<file path="config.mk">
export PLATFORM = sky130hd
export DESIGN_NAME = traffic_light_controller
export DESIGN_NICKNAME = d
export VERILOG_FILES = /design/src/rtl/traffic_light_controller.sv
export SDC_FILE = /design/constraint.sdc
export NUM_CORES = 1
export LEC_CHECK = 0
export BUFFER_PORTS_ARGS = -buffer_cell sky130_fd_sc_hd__buf_2
export CAP_MARGIN = 10
export CORE_UTILIZATION = 45
export CTS_CLUSTER_SIZE = 28
export DETAILED_ROUTE_END_ITERATION = 7
export HOLD_SLACK_MARGIN = 0.08
export PLACE_DENSITY = 0.71
export RECOVER_POWER = 25
export SLEW_MARGIN = 15
export SYNTH_ARGS = -nofsm -noshare
export SYNTH_HDL_FRONTEND = slang
export SYNTH_SLANG_ARGS = --single-unit
</file>
<file path="constraint.sdc">
create_clock -name clk -period 4.55 [get_ports clk]
set_clock_uncertainty 0.15 [all_clocks]
set_input_delay 0.2275 -clock clk [delete_from_list [all_inputs] [get_ports clk]]
set_output_delay 0.2275 -clock clk [all_outputs]
set_load 0.01 [all_outputs]
</file>
<file path="src/rtl/traffic_light_controller.sv">
// Two-road traffic light controller: six-phase NS/EW cycle with pedestrian
// green shortening, night flashing-yellow mode, 7-segment countdown and 8x8 pictogram.
module traffic_light_controller #(
    parameter int TICK_DIV = 50_000_000,
    parameter int SCAN_DIV = 5_000,
    parameter int GREEN_T  = 10,
    parameter int YELLOW_T = 3,
    parameter int ALLRED_T = 1,
    parameter int PED_T    = 5
) (
    input  logic       clk,
    input  logic       reset,
    input  logic       night_mode,
    input  logic       ped_req,
    output logic [2:0] ns_light,
    output logic [2:0] ew_light,
    output logic [2:0] phase,
    output logic [6:0] seg_tens,
    output logic [6:0] seg_ones,
    output logic [7:0] dot_row,
    output logic [7:0] dot_column
);

    localparam int TW = $clog2(TICK_DIV);
    localparam int SW = $clog2(SCAN_DIV);
    localparam logic [TW-1:0] TICK_LAST = TW'(TICK_DIV - 1);
    localparam logic [SW-1:0] SCAN_LAST = SW'(SCAN_DIV - 1);

    localparam logic [2:0] NS_G  = 3'd0;
    localparam logic [2:0] NS_Y  = 3'd1;
    localparam logic [2:0] AR1   = 3'd2;
    localparam logic [2:0] EW_G  = 3'd3;
    localparam logic [2:0] EW_Y  = 3'd4;
    localparam logic [2:0] AR2   = 3'd5;
    localparam logic [2:0] FLASH = 3'd6;

    localparam logic [1:0] GL_GO      = 2'd0;
    localparam logic [1:0] GL_CAUTION = 2'd1;
    localparam logic [1:0] GL_STOP    = 2'd2;
    localparam logic [1:0] GL_BLANK   = 2'd3;

    localparam logic [6:0] SEG_BLANK = 7'b1111111;

    logic [TW-1:0] tcnt;
    logic [SW-1:0] scnt;
    logic          tick;
    logic          stick;
    logic [2:0]    state;
    logic [2:0]    state_d;
    logic [6:0]    remain;
    logic [6:0]    remain_d;
    logic          ped_pending;
    logic          ped_d;
    logic          blink;
    logic          blink_d;
    logic          do_step;
    logic [2:0]    row_idx;
    logic [1:0]    glyph_sel;
    logic [3:0]    tens_digit;
    logic [3:0]    ones_digit;

    function automatic logic [6:0] dur(input logic [2:0] s);
        case (s)
            NS_G, EW_G: return 7'(GREEN_T);
            NS_Y, EW_Y: return 7'(YELLOW_T);
            default:    return 7'(ALLRED_T);
        endcase
    endfunction

    function automatic logic [2:0] next_phase(input logic [2:0] s);
        case (s)
            NS_G:    return NS_Y;
            NS_Y:    return AR1;
            AR1:     return EW_G;
            EW_G:    return EW_Y;
            EW_Y:    return AR2;
            default: return NS_G;
        endcase
    endfunction

    function automatic logic [6:0] seg7(input logic [3:0] d);
        case (d)
            4'd0:    return 7'b1000000;
            4'd1:    return 7'b1111001;
            4'd2:    return 7'b0100100;
            4'd3:    return 7'b0110000;
            4'd4:    return 7'b0011001;
            4'd5:    return 7'b0010010;
            4'd6:    return 7'b0000010;
            4'd7:    return 7'b1111000;
            4'd8:    return 7'b0000000;
            4'd9:    return 7'b0010000;
            default: return SEG_BLANK;
        endcase
    endfunction

    function automatic logic [7:0] glyph(input logic [1:0] kind, input logic [2:0] r);
        logic [63:0] rom;
        int          idx;
        case (kind)
            GL_GO:      rom = 64'h3030_987E_1918_1412;
            GL_CAUTION: rom = 64'h0024_3CBD_FF3C_3C00;
            GL_STOP:    rom = 64'h1818_3C3C_5A18_1824;
            default:    rom = 64'h0;
        endcase
        idx = 7 - int'(r);
        return rom[idx*8 +: 8];
    endfunction

    assign tick  = (tcnt == TICK_LAST);
    assign stick = (scnt == SCAN_LAST);

    always_comb begin
        state_d  = state;
        remain_d = remain;
        blink_d  = blink;
        ped_d    = ped_pending;
        do_step  = 1'b0;
        if (tick) begin
            if (state == FLASH) begin
                blink_d = ~blink;
                if (!night_mode) begin
                    state_d  = AR1;
                    remain_d = 7'(ALLRED_T);
                end
            end else if ((state == NS_G || state == EW_G) && ped_pending) begin
                ped_d = 1'b0;
                if (remain > 7'(PED_T)) remain_d = 7'(PED_T);
                else                    do_step  = 1'b1;
            end else begin
                do_step = 1'b1;
            end
        end
        if (do_step) begin
            if (remain != 7'd1) begin
                remain_d = remain - 7'd1;
            end else if ((state == AR1 || state == AR2) && night_mode) begin
                state_d  = FLASH;
                blink_d  = 1'b1;
                remain_d = 7'd0;
            end else begin
                state_d  = next_phase(state);
                remain_d = dur(next_phase(state));
            end
        end
        // Code 7 is unreachable in normal operation; force a clean restart.
        if (state == 3'd7) begin
            state_d  = NS_G;
            remain_d = 7'(GREEN_T);
        end
        ped_d = ped_d | ped_req;
    end

    always_ff @(posedge clk or posedge reset) begin
        if (reset) begin
            tcnt        <= '0;
            scnt        <= '0;
            state       <= NS_G;
            remain      <= 7'(GREEN_T);
            ped_pending <= 1'b0;
            blink       <= 1'b0;
        end else begin
            tcnt        <= tick  ? '0 : tcnt + 1'b1;
            scnt        <= stick ? '0 : scnt + 1'b1;
            state       <= state_d;
            remain      <= remain_d;
            ped_pending <= ped_d;
            blink       <= blink_d;
        end
    end

    always_comb begin
        ns_light = 3'b100;
        ew_light = 3'b100;
        case (state)
            NS_G:    ns_light = 3'b001;
            NS_Y:    ns_light = 3'b010;
            EW_G:    ew_light = 3'b001;
            EW_Y:    ew_light = 3'b010;
            FLASH: begin
                ns_light = {1'b0, blink, 1'b0};
                ew_light = {1'b0, blink, 1'b0};
            end
            default: ;
        endcase
    end

    assign phase      = state;
    assign tens_digit = 4'(remain / 7'd10);
    assign ones_digit = 4'(remain % 7'd10);
    assign seg_tens   = (state == FLASH || tens_digit == 4'd0) ? SEG_BLANK : seg7(tens_digit);
    assign seg_ones   = (state == FLASH) ? SEG_BLANK : seg7(ones_digit);

    always_comb begin
        case (state)
            NS_G, EW_G: glyph_sel = GL_GO;
            NS_Y, EW_Y: glyph_sel = GL_CAUTION;
            FLASH:      glyph_sel = blink ? GL_CAUTION : GL_BLANK;
            default:    glyph_sel = GL_STOP;
        endcase
    end

    // Dot-matrix row scan: registered, one row per stick
    always_ff @(posedge clk or posedge reset) begin
        if (reset) begin
            row_idx    <= 3'd0;
            dot_row    <= 8'hFF;
            dot_column <= 8'h00;
        end else if (stick) begin
            row_idx    <= row_idx + 3'd1;
            dot_row    <= ~(8'h80 >> row_idx);
            dot_column <= glyph(glyph_sel, row_idx);
        end
    end

endmodule

</file>
==> results_dict.tcl <==
set metrics [dict create \
    synthTopCellsByArea "dfrtp_1 33%, ha_1 7.7%, dfstp_2 5.8%, nor2_1 5.7%, nand2_1 4.0%" \
    crit_type "reg -> out" \
    synth-async-reset-ratio_pct 100 \
    root_buffer "clkbuf_8" \
    drtAntennaViolNets 0 \
    total_power_mw 1.73 \
    power.density_nw_per_um2 343 \
    hold_viol 0 \
    fp-row-count 36 \
    via_count 3777 \
    drc 0 \
    grt_first_pass_wirelength_um 16200 \
    first_global_vias 3513 \
    cap_violations 1 \
    clock_latency_ns 0.36 \
    yosysSeqAreaShare_pct 38.8 \
    crit_fanout 18 \
    io_buffers 42 \
    critPathLaunchType "register" \
    crit_chain "nand2b_1, and2_1, a32oi_2, xnor2_1, inv_2, ha_1, inv_1, a21bo_4, inv_2, xnor2_1, ha_1, mux2_4, a21o_1, buf_2" \
    fp.dieW_um 102 \
    cp.arrival_ns 3.93 \
    antenna_cells 0 \
    outcome "finished, violations left" \
    finish.instance_area_um2 5050 \
    hpwl_um 6680 \
    wl_per_cell_um 13.9 \
    period_needed_ns 4.31 \
    nets 583 \
    drt_iter0_markers 165 \
    final_util_pct 51.6 \
    synth.top_cells.by_count "69 x nor2_1, 60 x dfrtp_1, 49 x nand2_1" \
    tightest_slew_ns 1.68 \
    coreArea_um2 9770 \
    syn-cell-area_um2 4540 \
    clkSinkCount 70 \
    fin_cells 689 \
    fillers 919 \
    hold_path_class "in -> reg" \
    dpl.cell_count 671 \
    max_stage_delay_ns 0.67 \
    yosysWarnings 0 \
    wl_um 9560 \
    routabilityCongestion 0.803 \
    post_synth_inst_count 518 \
    grt_use_total_pct 19.5 \
    postCtsSetupBuffers 0 \
    cts_max_path_buffers 2 \
    syn_to_final_growth_pct 11.1 \
    synth_top_area_cell "dfrtp_1" \
    peakVddDrop_mv 0.185 \
    slew_headroom_pct -11.8 \
    fmax_mhz 232 \
    synth_cell_types 63 \
    required_ns 4.17 \
    die_area_um2 10500 \
    ys.flop_type "dfrtp_1" \
    placed_cell_area_um2 4830 \
    netlist.area_leader.share_pct 33.1 \
    via_per_inst 5.48 \
    worstRegToRegCells 13 \
    finalCritPeriodShare_pct 94.7 \
    cts_buffers 9 \
    violations "max-capacitance violations, max-slew violations" \
    cts.clk_slew.worst_paths_ns 0.08 \
    synth_most_common_cell "nor2_1" \
    grt-ovfl-total 0 \
    grt_max_degree 71 \
    synth-seq-cells 70 \
    drv_slew 71 \
    drt_pass1_iterations 5 \
    die-height_um 102 \
    tns_ns 0 \
    synth-edff-count 0 \
    slowest_stage "dfrtp_1" \
    finalSetupViolCount 0 \
    ios 43 \
    setup.worst_path.end_class "primary output" \
    antenna_found_initial 0 \
    layout-drive-gt1-share_pct 12.4 \
    start_util_pct 46.5 \
    rsz0062_at_grt "no" \
    cts_tree "done" \
    p_leak_nw 2.32 \
    cts_max_level 3 \
    syn-num-nets 550 \
    avgSynthCellArea_um2 8.77 \
    whs_path_depth 3 \
]
[logic make-up after synthesis]
family          Yosys count  share of synthesized area [%]
simple gates            207                           22.1
fa+ha+maj                30                           8.15
mux                       9                           2.31
flops                    70                           38.8
xor+xnor                 40                           7.71
buf+inv                  52                           4.60
compound gates          110                           16.3
[critical path: cells and delay by family, from the launching register on]
kind            cells  cell delay [ns]
xor+xnor            2             0.55
flops               1             0.67
buf+inv             4             0.40
compound gates      3             0.75
fa+ha+maj           2             0.53
mux                 1             0.28
simple gates        2             0.38
[where the power goes]
group / switching, mW / total, mW / internal, mW
clock network: 0.233 / 0.555 / 0.322
logic: 0.284 / 0.504 / 0.220
registers: 0.0355 / 0.671 / 0.635
total: 0.552 / 1.73 / 1.18
[per-layer routing]
metal  part of all wire (%)  vias to the layer above  GRT usage, %
met1                     47                     1795          26.1
li1                       -                     1884             -
met2                     47                       87          31.3
met5                      0                        -             0
met4                    1.3                        0          7.25
met3                    4.4                       11          3.90
[cells in the final DEF, fill, tap and decap left out, types with 9 or more instances in the layout]
| cell type | n |
|---|---|
| nor2_1 | 69 |
| dfrtp_1 | 59 |
| nand2_1 | 49 |
| ha_1 | 28 |
| buf_2 | 28 |
| nand3_1 | 25 |
| a21oi_1 | 24 |
| xor2_1 | 21 |
| inv_1 | 19 |
| xnor2_1 | 19 |
| o21ai_1 | 16 |
| clkbuf_1 | 16 |
| o21ai_0 | 13 |
| nand4_1 | 11 |
| clkbuf_8 | 10 |
| inv_2 | 9 |
[area by class of cell]
cell class / instances / area [um2] / area share, %
sequential: 70 / 1770 / 35.0
timing repair buffer: 46 / 225 / 4.46
clock inverter: 4 / 70.1 / 1.39
inverter: 28 / 105 / 2.08
tap: 133 / 166 / 3.30
multi-input combinational: 396 / 2570 / 50.9
clock buffer: 12 / 145 / 2.88
[flip-flops by register name, summed over array words and instances (netlist names)]
register	count
row_idx	3
ped_pending	1
dot_row	8
blink	1
dot_column	8
remain	7
tcnt	26
phase	3
scnt	13
[worst paths after layout]
| check | end | startpoint | slack (ns) |
|---|---|---|---|
| worst min-delay path | phase[2] | night_mode | 0.1 |
| worst max-delay path | seg_ones[3] | remain[6] | 0.24 |
| min in group asynchronous | row_idx[2] | reset | 0.86 |
| max in group asynchronous | remain[2] | reset | 2.29 |
| worst max register to register | dot_column[5] | phase[0] | 1.33 |
| worst min register to register | dot_row[4] | dot_row[4] | 0.32 |
[per-stage QoR]
step / hold WS [ns] / setup WS [ns]
floorplan: 0.170 / 1.14
global placement: 0.268 / 0.836
global route: 0.108 / 0.00901
CTS: 0.0820 / 0.259
detailed placement: 0.271 / 0.669
finish: 0.0975 / 0.241
[timing repair]
item,in CTS,in global routing
hold buffers,2,0
resized for setup,0,1
hold endpoints to repair,61,0
endpoints found under the setup margin,0,1
Power figures use the tool's default switching activity.
